`config.mk`:
```
export PLATFORM = sky130hd
export DESIGN_NAME = dffnq_scan_sequencer_flat
export DESIGN_NICKNAME = d
export VERILOG_FILES = /design/src/rtl/dffnq_scan_pkg.sv /design/src/rtl/dffnq_scan_sequencer_if.sv /design/src/rtl/dffnq_scan_counter.sv /design/src/rtl/dffnq_scan_sequencer.sv /design/src/flat_wrapper.sv
export SDC_FILE = /design/constraint.sdc
export NUM_CORES = 1
export LEC_CHECK = 0
export BUFFER_PORTS_ARGS = -buffer_cell sky130_fd_sc_hd__buf_2
export CAP_MARGIN = 20
export CORE_MARGIN = 5
export CORE_UTILIZATION = 55
export CTS_CLUSTER_SIZE = 14
export DETAILED_ROUTE_END_ITERATION = 10
export PLACE_DENSITY = 0.85
export SYNTH_ARGS = -nofsm -noshare
export SYNTH_HDL_FRONTEND = slang
export SYNTH_HIERARCHICAL = 1
export SYNTH_SLANG_ARGS = --single-unit
```
`constraint.sdc`:
```
create_clock -name clk -period 3.5 [get_ports clk]
set_input_delay 0 -clock clk [delete_from_list [all_inputs] [get_ports clk]]
set_output_delay 0 -clock clk [all_outputs]
set_load 0.02 [all_outputs]
```
`src/rtl/dffnq_scan_pkg.sv`:
```
// Shared types for the dffnq scan-chain sequencer: command opcodes, FSM states
// and the width helper for the shared phase counter.
package dffnq_scan_pkg;

    localparam int OP_W = 2;

    typedef enum logic [OP_W-1:0] {
        OP_SHIFT         = 2'b00,
        OP_CAPTURE       = 2'b01,
        OP_CAPTURE_SHIFT = 2'b10,
        OP_RSVD          = 2'b11
    } op_t;

    typedef enum logic [1:0] {
        IDLE,
        CAPTURE,
        SHIFT,
        RESP
    } state_t;

    // One counter serves both phases, so it must hold the longer of the two.
    function automatic int cnt_width(input int chain_len, input int capture_cycles);
        int longest;
        longest = (chain_len > capture_cycles) ? chain_len : capture_cycles;
        return $clog2(longest + 1);
    endfunction

endpackage

```
`src/rtl/dffnq_scan_sequencer_if.sv`:
```
// Command/response bus between the test controller (master) and the scan
// sequencer (slave).
interface dffnq_scan_sequencer_if
    import dffnq_scan_pkg::*;
#(
    parameter int CHAIN_LEN = 16
) ();

    logic                 req_valid;
    logic                 req_ready;
    logic [OP_W-1:0]      req_op;
    logic [CHAIN_LEN-1:0] req_data;
    logic                 rsp_valid;
    logic                 rsp_ready;
    logic [CHAIN_LEN-1:0] rsp_data;
    logic                 rsp_err;

    modport master (
        output req_valid, req_op, req_data, rsp_ready,
        input  req_ready, rsp_valid, rsp_data, rsp_err
    );

    modport slave (
        input  req_valid, req_op, req_data, rsp_ready,
        output req_ready, rsp_valid, rsp_data, rsp_err
    );

endinterface

```
`src/rtl/dffnq_scan_counter.sv`:
```
// Loadable down-counter with terminal flag; holds at zero instead of wrapping.
module dffnq_scan_counter #(
    parameter int WIDTH = 5
) (
    input  logic             clk,
    input  logic             rst,
    input  logic             load,
    input  logic [WIDTH-1:0] load_val,
    input  logic             dec,
    output logic [WIDTH-1:0] count,
    output logic             tc
);

    assign tc = (count == '0);

    always_ff @(posedge clk) begin
        if (rst) begin
            count <= '0;
        end else if (load) begin
            count <= load_val;
        end else if (dec && !tc) begin
            count <= count - WIDTH'(1);
        end
    end

endmodule

```
`src/rtl/dffnq_scan_sequencer.sv`:
```
// Drives a falling-edge dffnq scan chain (CE/SE/SI) for shift, capture and
// capture-then-shift commands, collecting SO into the response word.
//
// state   | meaning
// --------+-------------------------------------------------------------
// IDLE    | waiting for a command; REQ_READY high unless a response is held
// CAPTURE | CAPTURE_CYCLES functional pulses (CE=1, SE=0)
// SHIFT   | CHAIN_LEN scan pulses, SI MSB first, SO sampled each cycle
// RESP    | first cycle raises RSP_VALID, then waits for RSP_READY
module dffnq_scan_sequencer
    import dffnq_scan_pkg::*;
#(
    parameter int CHAIN_LEN      = 16,
    parameter int CAPTURE_CYCLES = 1
) (
    input  logic                   clk,
    input  logic                   rst,
    dffnq_scan_sequencer_if.slave  bus,
    output logic                   ce,
    output logic                   se,
    output logic                   si,
    input  logic                   so,
    output logic                   busy
);

    localparam int               CNT_W      = cnt_width(CHAIN_LEN, CAPTURE_CYCLES);
    localparam logic [CNT_W-1:0] SHIFT_LAST = CNT_W'(CHAIN_LEN - 1);
    localparam logic [CNT_W-1:0] CAP_LAST   = CNT_W'(CAPTURE_CYCLES - 1);

    state_t               state_q, state_d;
    op_t                  op_q, op_d;
    logic [CHAIN_LEN-1:0] req_sr_q, req_sr_d;
    logic [CHAIN_LEN-1:0] rsp_sr_q, rsp_sr_d;
    logic                 ce_q, ce_d, se_q, se_d, si_q, si_d;
    logic                 rsp_valid_q, rsp_valid_d;
    logic                 rsp_err_q, rsp_err_d;
    logic                 req_ready_q;

    logic                 accept;
    logic                 shift_now;
    logic [CHAIN_LEN-1:0] shift_src;
    logic                 cnt_load, cnt_dec, cnt_tc;
    logic [CNT_W-1:0]     cnt_val, cnt_count;

    dffnq_scan_counter #(.WIDTH(CNT_W)) u_cnt (
        .clk      (clk),
        .rst      (rst),
        .load     (cnt_load),
        .load_val (cnt_val),
        .dec      (cnt_dec),
        .count    (cnt_count),
        .tc       (cnt_tc)
    );

    assign accept = bus.req_valid && req_ready_q;

    always_comb begin
        state_d     = state_q;
        op_d        = op_q;
        req_sr_d    = req_sr_q;
        rsp_sr_d    = rsp_sr_q;
        ce_d        = 1'b0;
        se_d        = 1'b0;
        si_d        = 1'b0;
        rsp_valid_d = rsp_valid_q;
        rsp_err_d   = rsp_err_q;
        cnt_load    = 1'b0;
        cnt_val     = '0;
        cnt_dec     = 1'b0;
        shift_now   = 1'b0;
        shift_src   = req_sr_q;

        unique case (state_q)
            IDLE: begin
                if (accept) begin
                    op_d     = op_t'(bus.req_op);
                    rsp_sr_d = '0;
                    unique case (op_t'(bus.req_op))
                        OP_SHIFT: begin
                            state_d   = SHIFT;
                            cnt_load  = 1'b1;
                            cnt_val   = SHIFT_LAST;
                            shift_now = 1'b1;
                            shift_src = bus.req_data;
                        end
                        OP_CAPTURE, OP_CAPTURE_SHIFT: begin
                            state_d  = CAPTURE;
                            cnt_load = 1'b1;
                            cnt_val  = CAP_LAST;
                            ce_d     = 1'b1;
                            req_sr_d = bus.req_data;
                        end
                        default: state_d = RESP;
                    endcase
                end
            end
            CAPTURE: begin
                if (!cnt_tc) begin
                    cnt_dec = 1'b1;
                    ce_d    = 1'b1;
                end else if (op_q == OP_CAPTURE_SHIFT) begin
                    state_d   = SHIFT;
                    cnt_load  = 1'b1;
                    cnt_val   = SHIFT_LAST;
                    shift_now = 1'b1;
                end else begin
                    state_d = RESP;
                end
            end
            SHIFT: begin
                // CE is already low on the edge into RESP, so no extra chain edge.
                if (!cnt_tc) begin
                    cnt_dec   = 1'b1;
                    shift_now = 1'b1;
                end else begin
                    state_d = RESP;
                end
            end
            RESP: begin
                if (!rsp_valid_q) begin
                    rsp_valid_d = 1'b1;
                    rsp_err_d   = (op_q == OP_RSVD);
                end else if (bus.rsp_ready) begin
                    rsp_valid_d = 1'b0;
                    rsp_err_d   = 1'b0;
                    state_d     = IDLE;
                end
            end
            default: state_d = IDLE;
        endcase

        // SO is sampled on the edge that starts each shift cycle, before its falling-edge shift.
        if (shift_now) begin
            ce_d     = 1'b1;
            se_d     = 1'b1;
            si_d     = shift_src[CHAIN_LEN-1];
            req_sr_d = {shift_src[CHAIN_LEN-2:0], 1'b0};
            rsp_sr_d = {rsp_sr_d[CHAIN_LEN-2:0], so};
        end
    end

    always_ff @(posedge clk) begin
        if (rst) begin
            state_q     <= IDLE;
            op_q        <= OP_SHIFT;
            req_sr_q    <= '0;
            rsp_sr_q    <= '0;
            ce_q        <= 1'b0;
            se_q        <= 1'b0;
            si_q        <= 1'b0;
            rsp_valid_q <= 1'b0;
            rsp_err_q   <= 1'b0;
            req_ready_q <= 1'b0;
        end else begin
            state_q     <= state_d;
            op_q        <= op_d;
            req_sr_q    <= req_sr_d;
            rsp_sr_q    <= rsp_sr_d;
            ce_q        <= ce_d;
            se_q        <= se_d;
            si_q        <= si_d;
            rsp_valid_q <= rsp_valid_d;
            rsp_err_q   <= rsp_err_d;
            req_ready_q <= (state_d == IDLE) && !rsp_valid_d;
        end
    end

    assign bus.req_ready = req_ready_q;
    assign bus.rsp_valid = rsp_valid_q;
    assign bus.rsp_data  = rsp_sr_q;
    assign bus.rsp_err   = rsp_err_q;
    assign ce            = ce_q;
    assign se            = se_q;
    assign si            = si_q;
    assign busy          = (state_q != IDLE);

endmodule
```
`src/flat_wrapper.sv`:
```
// flat-port wrapper written by rule: the top's interface ports become plain ports
module dffnq_scan_sequencer_flat import dffnq_scan_pkg::*;
#(
    parameter int CHAIN_LEN      = 16,
    parameter int CAPTURE_CYCLES = 1
)
  (clk, rst, ce, se, si, so, busy, bus_req_valid, bus_req_op, bus_req_data, bus_rsp_ready, bus_req_ready, bus_rsp_valid, bus_rsp_data, bus_rsp_err);
  dffnq_scan_sequencer_if #(.CHAIN_LEN(CHAIN_LEN)) bus_i ();
  input  logic clk;
  input  logic rst;
  output logic ce;
  output logic se;
  output logic si;
  input  logic so;
  output logic busy;
  input wire logic [$bits(bus_i.req_valid)-1:0] bus_req_valid;
  input wire logic [$bits(bus_i.req_op)-1:0] bus_req_op;
  input wire logic [$bits(bus_i.req_data)-1:0] bus_req_data;
  input wire logic [$bits(bus_i.rsp_ready)-1:0] bus_rsp_ready;
  output wire logic [$bits(bus_i.req_ready)-1:0] bus_req_ready;
  output wire logic [$bits(bus_i.rsp_valid)-1:0] bus_rsp_valid;
  output wire logic [$bits(bus_i.rsp_data)-1:0] bus_rsp_data;
  output wire logic [$bits(bus_i.rsp_err)-1:0] bus_rsp_err;
  assign bus_i.req_valid = bus_req_valid;
  assign bus_i.req_op = bus_req_op;
  assign bus_i.req_data = bus_req_data;
  assign bus_i.rsp_ready = bus_rsp_ready;
  assign bus_req_ready = bus_i.req_ready;
  assign bus_rsp_valid = bus_i.rsp_valid;
  assign bus_rsp_data = bus_i.rsp_data;
  assign bus_rsp_err = bus_i.rsp_err;
  dffnq_scan_sequencer #(.CHAIN_LEN(CHAIN_LEN), .CAPTURE_CYCLES(CAPTURE_CYCLES)) u_core (.clk(clk), .rst(rst), .bus(bus_i), .ce(ce), .se(se), .si(si), .so(so), .busy(busy));
endmodule
```
**Yosys cells after proc, flatten, opt, wreduce, memory -nomap -nowiden**

Index checks and enable logic that the tools add are counted.

- Equality and inequality tests: 8
- Bitwise logic cells: 1
- Reduce and logical (&&, ||, !) cells: 24
- Add/sub/neg operators: 1
- Multiplexer cells: 45

Operator list:

| kind | count |
|---|---|
| $mux W16 | 10 |
| $mux W5 | 4 |
| $mux W1 | 18 |
| $eq A2 B2 Y1 const B | 5 |
| $mux W2 | 5 |
| $pmux W5 S2 | 1 |
| $reduce_bool A2 Y1 | 5 |
| $mux W4 | 2 |
| $pmux W2 S4 | 1 |
| $reduce_or A2 Y1 | 4 |
| $logic_not A2 Y1 | 3 |
| $reduce_and A2 Y1 | 3 |
| $reduce_and A3 Y1 | 2 |
| $logic_not A5 Y1 | 1 |
| $sub A5 B1 Y5 const B | 1 |
| $eq A2 B1 Y1 const B | 2 |
| $pmux W1 S2 | 2 |
| $pmux W2 S2 | 1 |
| $logic_and A1 B1 Y1 | 3 |
| $pmux W1 S3 | 1 |
| $reduce_or A3 Y1 | 1 |
| $logic_not A1 Y1 | 2 |
| $ne A2 B2 Y1 const B | 1 |
| $not A1 Y1 | 1 |

- Word-level logic and storage cells: 92
- Output and inout bits: 23
- Flip-flop bits (word level): 47
- Input port bits: 23

**Depth between registers and ports, before layout**

Gate-level depths: netlist of the first run.

- Word-level depth: 7
- Mapped depth: 11
- Depth with buffers taken out: 9

**By module**

The synthesis of the first run kept the hierarchy.

Modules (own cells, without submodules):

| module | instances | area each (um2) | cells an instance | sequential area each (um2) |
|---|---|---|---|---|
| dffnq_scan_sequencer | 1 | 2069.5 | 222 | 840.8 |
| dffnq_scan_counter | 1 | 326.6 | 37 | 100.1 |

**Worst setup path after synthesis of the first run**

Ideal clock, no wire load.

- Path kind: reg2reg
- Start: register u_core.u_cnt.count[1]
- End: register u_core.u_cnt.count[1]
- Stages on the path, launching flop included: 11
- Arrival: 2.328 ns
- Setup slack: 1.050 ns
- Path buffers: 2
- Clock period less this slack: 2.450 ns
- Setup time: 0.122 ns
- Required time: 3.378 ns
- Path through: dfxtp_1 inv_1 ha_1 or4b_1 buf_6 inv_1 nand4b_1 o21ai_0 clkbuf_1 nor3_1 a311o_1

- Elaborated cells between the ends (all ways): 13
- Those cells by class: 1 x add/sub; 8 x mux; 4 x reduce/logical

RTL lines:

| what | RTL line | RTL |
|---|---|---|
| from (decl) | dffnq_scan_counter.sv:10 | `output logic [WIDTH-1:0] count,` |
| from (signal assigned) | dffnq_scan_counter.sv:20 | `count <= load_val;` |
| from (signal assigned) | dffnq_scan_counter.sv:22 | `count <= count - WIDTH'(1);` |
| $logic_not A5 Y1 * | dffnq_scan_counter.sv:14 | `assign tc = (count == '0);` |
| via u_core.cnt_tc | dffnq_scan_sequencer.sv:42 | `logic cnt_load, cnt_dec, cnt_tc;` |
| $mux W1 * | dffnq_scan_sequencer.sv:98 | `if (!cnt_tc) begin` |
| $pmux W1 S2 * | dffnq_scan_sequencer.sv:73 | `unique case (state_q)` |
| via u_core.cnt_load | dffnq_scan_sequencer.sv:42 |  |
| $mux W5 / $reduce_bool A2 Y1 (equally long branches) | - |  |

The timed path passes the listed nets; every way through them passes the cells marked *. The select of a mux whose other input is x is not followed.
A chain may end at the register's enable or synchronous reset.

**Worst setup path in the final report of the first run**

- Start: register u_core.u_cnt.count[1]
- End: register u_core.req_sr_q[6]

- Longest elaborated chain between the ends: 5
- Elaborated cells between the ends (all ways): 9
- Those cells by class: 4 x mux; 5 x reduce/logical

RTL lines:

| what | RTL line | RTL |
|---|---|---|
| $logic_not A5 Y1 * | dffnq_scan_counter.sv:14 |  |
| via u_core.cnt_tc | dffnq_scan_sequencer.sv:42 |  |
| $mux W1 (on tied branches) | dffnq_scan_sequencer.sv:112, dffnq_scan_sequencer.sv:98 |  |
| $pmux W1 S3 * | dffnq_scan_sequencer.sv:73 |  |
| $reduce_bool A2 Y1 (no line) | - |  |
| $reduce_and A3 Y1 (no line) | - |  |
| to (signal assigned) | dffnq_scan_sequencer.sv:157 | `req_sr_q <= req_sr_d;` |
| to (decl) | dffnq_scan_sequencer.sv:32 | `logic [CHAIN_LEN-1:0] req_sr_q, req_sr_d;` |

The timed path passes the listed nets; every way through them passes the cells marked *.

==> summary.md, run 1 <==
| Metric | Value |
|---|---|
| Most common flop cell mapped by yosys | `dfxtp_1` |
| CP endpoint kind | `flop` |
| Worst Skew | `0.00709 ns` |
| Synth Warn # | `6` |
| Final hold vios | `0` |
| Critical Path AT | `3.08 ns` |
| Area Growth Syn to Fin | `16.0%` |
| Min-Delay Path Class | `input pin to flop` |
| Largest area contributor in the netlist | `dfxtp_1` |
| Initial antenna violation count | `0` |
| Die W | `76.0 microns` |
| Ys async rst share | `0` |
| Post-DR wirelength/cell | `14.1 microns` |
| Worst path required time | `3.71 ns` |
| Vias in the first global route | `1946` |
| Post-Syn Area | `2400 sq um` |
| Clk_lat worst skew | `0.31 ns` |
| CP Max Fanout | `25` |
| Class of the most critical setup path | `flop to flop` |
| Design Area, Final | `2780 sq um` |
| Crit path max-delay cell type | `or4b_1` |
| Row Count | `24` |
| TritonCTS Buffers | `5` |
| Maximum clock path buffer count | `2` |
| Post-CTS Setup Bufs | `0` |
| Number of flops mapped to enable cells by yosys | `0` |
| Part of the power in the clock network | `0.227` |
| N_diodes | `0` |
| Status | `complete, no violations` |
| Register area share after synthesis | `0.393` |
| CTS Hold Bufs | `3` |
| Slew HR | `0.514` |
| PwrDens | `654 nW/um^2` |
| Height of the die | `76.0 microns` |
| DIE AREA | `5780 sq um` |
| Hold Worst Slack | `0.0262 ns` |
| Unrepaired setup endpoints after global routing | `no` |
| Sequential power share | `0.385` |
| Net Count, Synth | `290` |
| Peak supply drop | `0.000378 V` |
| Most frequent cell after synthesis | `dfxtp_1` |
| Post-synth top cells | `dfxtp_1 (47), nand2_1 (37), nor2_1 (26)` |
| Largest stage delay on the critical path | `0.60 ns` |
| Total chip power | `1820 uW` |
| Post-Synthesis Cells | `259` |
| # port buffers | `45` |
| Antenna Nets Post-Route | `0` |
| Final net count | `335` |
| Drt first-iter violations | `117` |
| Fmax | `0.348 GHz` |
| Post-layout util | `0.647` |
| Largest net degree at the start of global routing | `36` |
| Clk pin slew, worst setup/hold paths | `0.09 ns` |
| CP Buf/Inv Count | `3` |
| Int Pwr | `1150 uW` |
| Yosys cell types | `44` |
| GRT Residual Overflow | `0` |
| # H-tree levels | `2` |
| Initial Utilization | `0.558` |
| Top cells by area, synth | `dfxtp_1 (39%), mux2i_1 (7.9%), mux2_2 (7.0%), nand2_1 (5.8%), a21oi_1 (4.6%)` |
| Setup TNS | `0 ns` |
| Synthesized area per cell | `9.25 sq um` |
| CORE AREA | `4290 sq um` |
| Placed wire-length estimate | `3470 microns` |
| Vias | `2003` |
| GRT Overall Usage | `0.176` |
| CP dominant cell by count | `inv_1` |
| Fraction of layout cells with a size suffix above 1 | `0.289` |
| Clock Tree Root | `clkbuf_8` |
| Fin crit share | `0.821` |
| Crit path time final | `2.87 ns` |
| Top delay family on crit path | `simple AND/OR/NAND/NOR gates` |
| Seq cells post-synth | `47` |
| Leak Pwr | `0.00125 uW` |
| CTS tree | `built` |
| Final RePlAce weighted congestion | `0.858` |
| Vias per cell | `5.61` |
| DRT Pass-1 Iters | `4` |
| Net Sw Frac | `0.368` |
| Fillers | `337` |
| Post-Route WL | `5040 microns` |
| Combinational Power Share | `0.388` |
| Slew Limit Fails | `0` |
| Critical Path Source Type | `flop` |
| Yosys top cell area share | `0.393` |
| Worst Tran Pin Value | `0.729 ns` |
| Placed cell area | `2630 sq um` |
| Num ports | `46` |
| DRC errors left | `0` |
| Clk sinks | `47` |
| PostCTS Resize Cnt | `0` |
| Psw | `669 uW` |
| Global-route wire length before repair | `8540 microns` |
| Max-Cap Viols | `0` |
| Crit path cell chain | `inv_1 > ha_1 > or4b_1 > inv_1 > nand2b_1 > a31o_2 > buf_4 > nor2_1 > a211oi_1` |
| Final setup fails | `0` |
-- state kept, by name, indices dropped and copies added, names as in the netlist --
register,count
u_core/bus.rsp_err,1
u_core/bus.rsp_data,16
u_core/state_q,2
u_core/si,1
u_core/u_cnt/count,5
u_core/bus.rsp_valid,1
u_core/se,1
u_core/ce,1
u_core/bus.req_ready,1
u_core/op_q,2
u_core/req_sr_q,16
-- per-stage QoR --
step | worst slack [ns] | instances
finish | 0.627 | 357
global route | 0.489 | 357
CTS | 0.669 | 356
detailed placement | 0.708 | 345
global placement | 0.821 | 345
floorplan | 1.05 | 259
-- per-layer routing --
layer / vias up / GRT usage / wire [microns]
met2: 43 / 0.315 / 2700
met1: 948 / 0.192 / 2030
li1: 1002 / - / -
met5: - / 0 / 0
met4: 0 / 0.0676 / 74
met3: 10 / 0.0544 / 242
-- kinds of logic after synthesis --
logic type | Yosys count | share of synthesized area
simple gates | 85 | 0.169
compound gates | 57 | 0.189
flops | 47 | 0.393
mux | 34 | 0.150
buf+inv | 27 | 0.0564
fa+ha+maj | 8 | 0.0418
other cells | 1 | 0.00157
-- layout by cell type, fill, tap and decap left out, types with 2 or more instances in the layout --
| master | netlist | final |
|---|---|---|
| dlygate4sd3_1 | 0 | 3 |
| clkbuf_8 | 0 | 5 |
| mux2_2 | 15 | 15 |
| nand2b_1 | 3 | 3 |
| a21oi_1 | 22 | 22 |
| nand2_1 | 37 | 37 |
| nand3_1 | 3 | 3 |
| nor3_1 | 3 | 3 |
| nor2b_1 | 3 | 3 |
| buf_2 | 6 | 45 |
| dfxtp_1 | 47 | 47 |
| nor2_1 | 26 | 26 |
| a311oi_1 | 2 | 2 |
| o21ai_0 | 4 | 4 |
| mux2i_1 | 19 | 19 |
| ha_1 | 8 | 8 |
| a211oi_1 | 8 | 8 |
| buf_4 | 1 | 4 |
| a221oi_1 | 2 | 2 |
| nand4_1 | 2 | 2 |
| inv_1 | 12 | 12 |
| a211oi_2 | 7 | 7 |
-- area by class of cell --
class / instances / area, sq um / area share
inverters: 12 / 45.0 / 0.0162
clock buffers: 5 / 68.8 / 0.0248
repair buffers: 53 / 293 / 0.105
multi-input cells: 185 / 1320 / 0.475
well taps: 52 / 65.1 / 0.0234
flip-flops and latches: 47 / 941 / 0.338
clock inverters: 3 / 47.5 / 0.0171
-- power by group through the flow --
| stage | sequential [uW] | combinational, uW | clock, uW |
|---|---|---|---|
| 2_1_floorplan | 710 | 577 | 0 |
| 3_3_place_gp | 705 | 669 | 0 |
| 3_5_place_dp | 711 | 686 | 0 |
| 4_1_cts | 700 | 697 | 421 |
| 5_1_grt | 715 | 769 | 448 |
| 6_report | 701 | 705 | 412 |
-- worst register-to-register path, cell delays in order, from the launching register on --
cell and delay [ns]:
dfxtp_1 0.32, inv_1 0.11, ha_1 0.17, or4b_1 0.60, inv_1 0.23, nand2b_1 0.22, a31o_2 0.54, buf_4 0.28
nor2_1 0.06, a211oi_1 0.25
-- worst paths after layout --
kind / slack [ns] / depth (start not counted) / end / from
worst max-delay path: 0.63 / 9 / u_core/req_sr_q[6]$_SDFFE_PP0P_ / u_core/u_cnt/count[1]$_SDFFE_PP0P_
worst min-delay path: 0.03 / 3 / u_core/req_sr_q[0]$_SDFFE_PP0N_ / bus_req_data[0]
worst min register to register: 0.46 / 2 / u_core/bus.rsp_data[15]$_SDFFE_PP0P_ / u_core/bus.rsp_data[15]$_SDFFE_PP0P_
worst max register to register: 0.63 / 9 / u_core/req_sr_q[6]$_SDFFE_PP0P_ / u_core/u_cnt/count[1]$_SDFFE_PP0P_
Power figures use the tool's default switching activity.
==> run 2: changes to the inputs <==
Settings changed: ABC_AREA set to 1.
Clock period 3.5 ns to 2.92 ns, I/O delays scaled along.
==> summary.md, run 2 <==
| Metric | Value |
|---|---|
| Reg2Reg Capture Point | `u_core/bus.rsp_data[11]$_SDFF_PP0_` |
| Initial antenna violation count | `0` |
| Max-Cap Viols | `0` |
| Fraction of layout cells with a size suffix above 1 | `0.163` |
| Reg2Reg Depth | `11` |
| Peak supply drop | `0.000485 V` |
| Seq cells post-synth | `47` |
| Clk pin slew, worst setup/hold paths | `0.09 ns` |
| Largest area contributor in the netlist | `dfxtp_1` |
| Ys async rst share | `0` |
| Final net count | `473` |
| CP dominant cell by count | `inv_1` |
| Drt first-iter violations | `165` |
| Final setup fails | `0` |
| Slew HR | `0.614` |
| Global-route wire length before repair | `10200 microns` |
| Unrepaired setup endpoints after global routing | `no` |
| Post-synth top cells | `nand2_1 (117), nand3_1 (61), inv_1 (50)` |
| CORE AREA | `4660 sq um` |
| Largest stage delay on the critical path | `0.38 ns` |
| Clk sinks | `47` |
| # placed instances | `483` |
| CTS tree | `built` |
| DIE AREA | `6250 sq um` |
| Commonest cells after routing, fill and taps aside | `nand2_1 (117), nand3_1 (61), inv_1 (50)` |
| Antenna Nets Post-Route | `0` |
| CP endpoint kind | `flop` |
| Yosys top cell area share | `0.359` |
| Vias in the first global route | `2360` |
| Clock Tree Root | `clkbuf_8` |
| Clk_lat worst skew | `0.30 ns` |
| Leak Pwr | `0.00150 uW` |
| Height of the die | `79.0 microns` |
| Most frequent cell after synthesis | `nand2_1` |
| Most common flop cell mapped by yosys | `dfxtp_1` |
| CP Buf/Inv Count | `3` |
| Post-layout util | `0.647` |
| Crit path time final | `2.41 ns` |
| Final Instance Count excl. Fillers | `497` |
| HP Start | `bus_req_data[11]` |
| Top cells by area, synth | `dfxtp_1 (36%), nand2_1 (17%), nand3_1 (12%), inv_1 (7.2%), a21oi_1 (5.5%)` |
| Net Count, Synth | `430` |
| Slew Limit Fails | `0` |
| PostCTS Resize Cnt | `0` |
| Fin crit share | `0.825` |
| Post-place setup slack | `0.538 ns` |
| Worst hold path depth | `5` |
| Maximum clock path buffer count | `2` |
| GRT Residual Overflow | `0` |
| Post-Route WL | `6070 microns` |
| Synth Warn # | `6` |
| Fillers | `417` |
| # port buffers | `45` |
| Fmax | `0.415 GHz` |
| # H-tree levels | `2` |
| Number of flops mapped to enable cells by yosys | `0` |
| Vias | `2555` |
| Crit path max-delay cell type | `nand2_4` |
| Hold Worst Slack | `0.0532 ns` |
| Reg2reg start | `u_core/u_cnt/count[0]$_SDFFE_PP0P_` |
| N_diodes | `0` |
| DRC errors left | `0` |
| Post-CTS Setup Bufs | `0` |
| Endpoint, Worst Hold | `u_core/req_sr_q[11]$_SDFFE_PP0P_` |
| Area Growth Syn to Fin | `15.0%` |
| Worst Tran Pin Value | `0.579 ns` |
| Placed wire-length estimate | `4060 microns` |
| Crit path cell chain | `inv_1 > ha_1 > nand3_2 > inv_1 > nand2_1 > inv_1 > nand2_1 > nand3_4 > nand2_4 > nand2_2 > o21ai_0` |
| Min-Delay Path Class | `input pin to flop` |
| Critical Path Source Type | `flop` |
| Yosys cell types | `26` |
| GRT Overall Usage | `0.200` |
| Post-DR wirelength/cell | `12.2 microns` |
| Vias per cell | `5.14` |
| Critical Path AT | `2.62 ns` |
| CP Max Fanout | `34` |
| Final RePlAce weighted congestion | `0.883` |
| PwrDens | `910 nW/um^2` |
| Die W | `79.0 microns` |
| Post-Synthesis Cells | `399` |
| Worst Skew | `0.00974 ns` |
| Final hold vios | `0` |
| Most common cell after layout, fill and taps aside | `nand2_1` |
| DRT Pass-1 Iters | `4` |
| TritonCTS Buffers | `5` |
| Num ports | `46` |
| Status | `complete, no violations` |
| Row Count | `25` |
| Largest net degree at the start of global routing | `35` |
| Synthesized area per cell | `6.57 sq um` |
| Worst path required time | `3.13 ns` |
| Top delay family on crit path | `simple AND/OR/NAND/NOR gates` |
| Post-Syn Area | `2620 sq um` |
| Setup TNS | `0 ns` |
| Initial Utilization | `0.562` |
| Class of the most critical setup path | `flop to flop` |
| Reg2reg setup slack | `0.51 ns` |
| Final Worst Setup Slack | `0.511 ns` |
| CTS Hold Bufs | `6` |
| Register area share after synthesis | `0.359` |
==> run 2: tightest hold or removal path, stage by stage <==
cell and delay, ns:
buf_2 0.10, nand2_1 0.05, nand2_1 0.05, nand2_1 0.05, a21oi_1 0.05
==> run 2: final cells by class <==
cell class	count	area, sq um	share of cell area
clock inverter	3	47.5	0.0158
sequential	47	941	0.312
timing repair buffer	54	308	0.102
inverter	54	204	0.0676
multi-input combinational	280	1380	0.457
clock buffer	5	68.8	0.0228
tap	54	67.6	0.0224
==> run 2: report_power, final <==
part	leakage (uW)	switching [uW]	internal, uW
clock network	0.0000587	232	260
logic	0.00106	865	471
registers	0.000382	101	814
==> run 2: metal layers <==
| layer | track usage | vias to the layer above | share of wire |
|---|---|---|---|
| li1 | - | 1354 | - |
| met1 | 0.238 | 1143 | 0.45 |
| met2 | 0.364 | 52 | 0.50 |
| met3 | 0.0329 | 6 | 0.038 |
| met4 | 0.0687 | 0 | 0.0094 |
| met5 | 0 | - | 0 |
==> run 2: cell families (layout without fill, tap and decap cells) <==
kind of cell	count (synthesis)	after routing	synth area share
AO/OA/AOI/OAI	53	53	0.107
adder cells (fa/ha/maj)	8	8	0.0382
buffers and inverters	72	116	0.115
flip-flops	47	47	0.359
other	1	1	0.00143
AND/OR/NAND/NOR	218	218	0.379
==> run 2: worst max path at each step <==
stage                                        from                                  to  slack (ns)  depth (start not counted)
2_1_floorplan        u_core/state_q[0]$_SDFF_PP0_  u_core/u_cnt/count[3]$_SDFFE_PP0P_        0.80                         13
3_5_place_dp   u_core/u_cnt/count[0]$_SDFFE_PP0P_  u_core/bus.rsp_data[11]$_SDFF_PP0_        0.54                         11
3_3_place_gp   u_core/u_cnt/count[0]$_SDFFE_PP0P_  u_core/bus.rsp_data[11]$_SDFF_PP0_        0.72                         11
5_1_grt        u_core/u_cnt/count[0]$_SDFFE_PP0P_  u_core/bus.rsp_data[11]$_SDFF_PP0_        0.24                         11
4_1_cts        u_core/u_cnt/count[0]$_SDFFE_PP0P_  u_core/bus.rsp_data[11]$_SDFF_PP0_        0.51                         11
6_report       u_core/u_cnt/count[0]$_SDFFE_PP0P_  u_core/bus.rsp_data[11]$_SDFF_PP0_        0.51                         11
==> run 2: metrics by stage <==
stage | area, sq um | power, uW
final | 3020 | 2740
after global routing | 3020 | 3000
after CTS | 3020 | 2750
after detailed placement | 2840 | 2240
after global placement | 2840 | 2210
after floorplan | 2620 | 2030
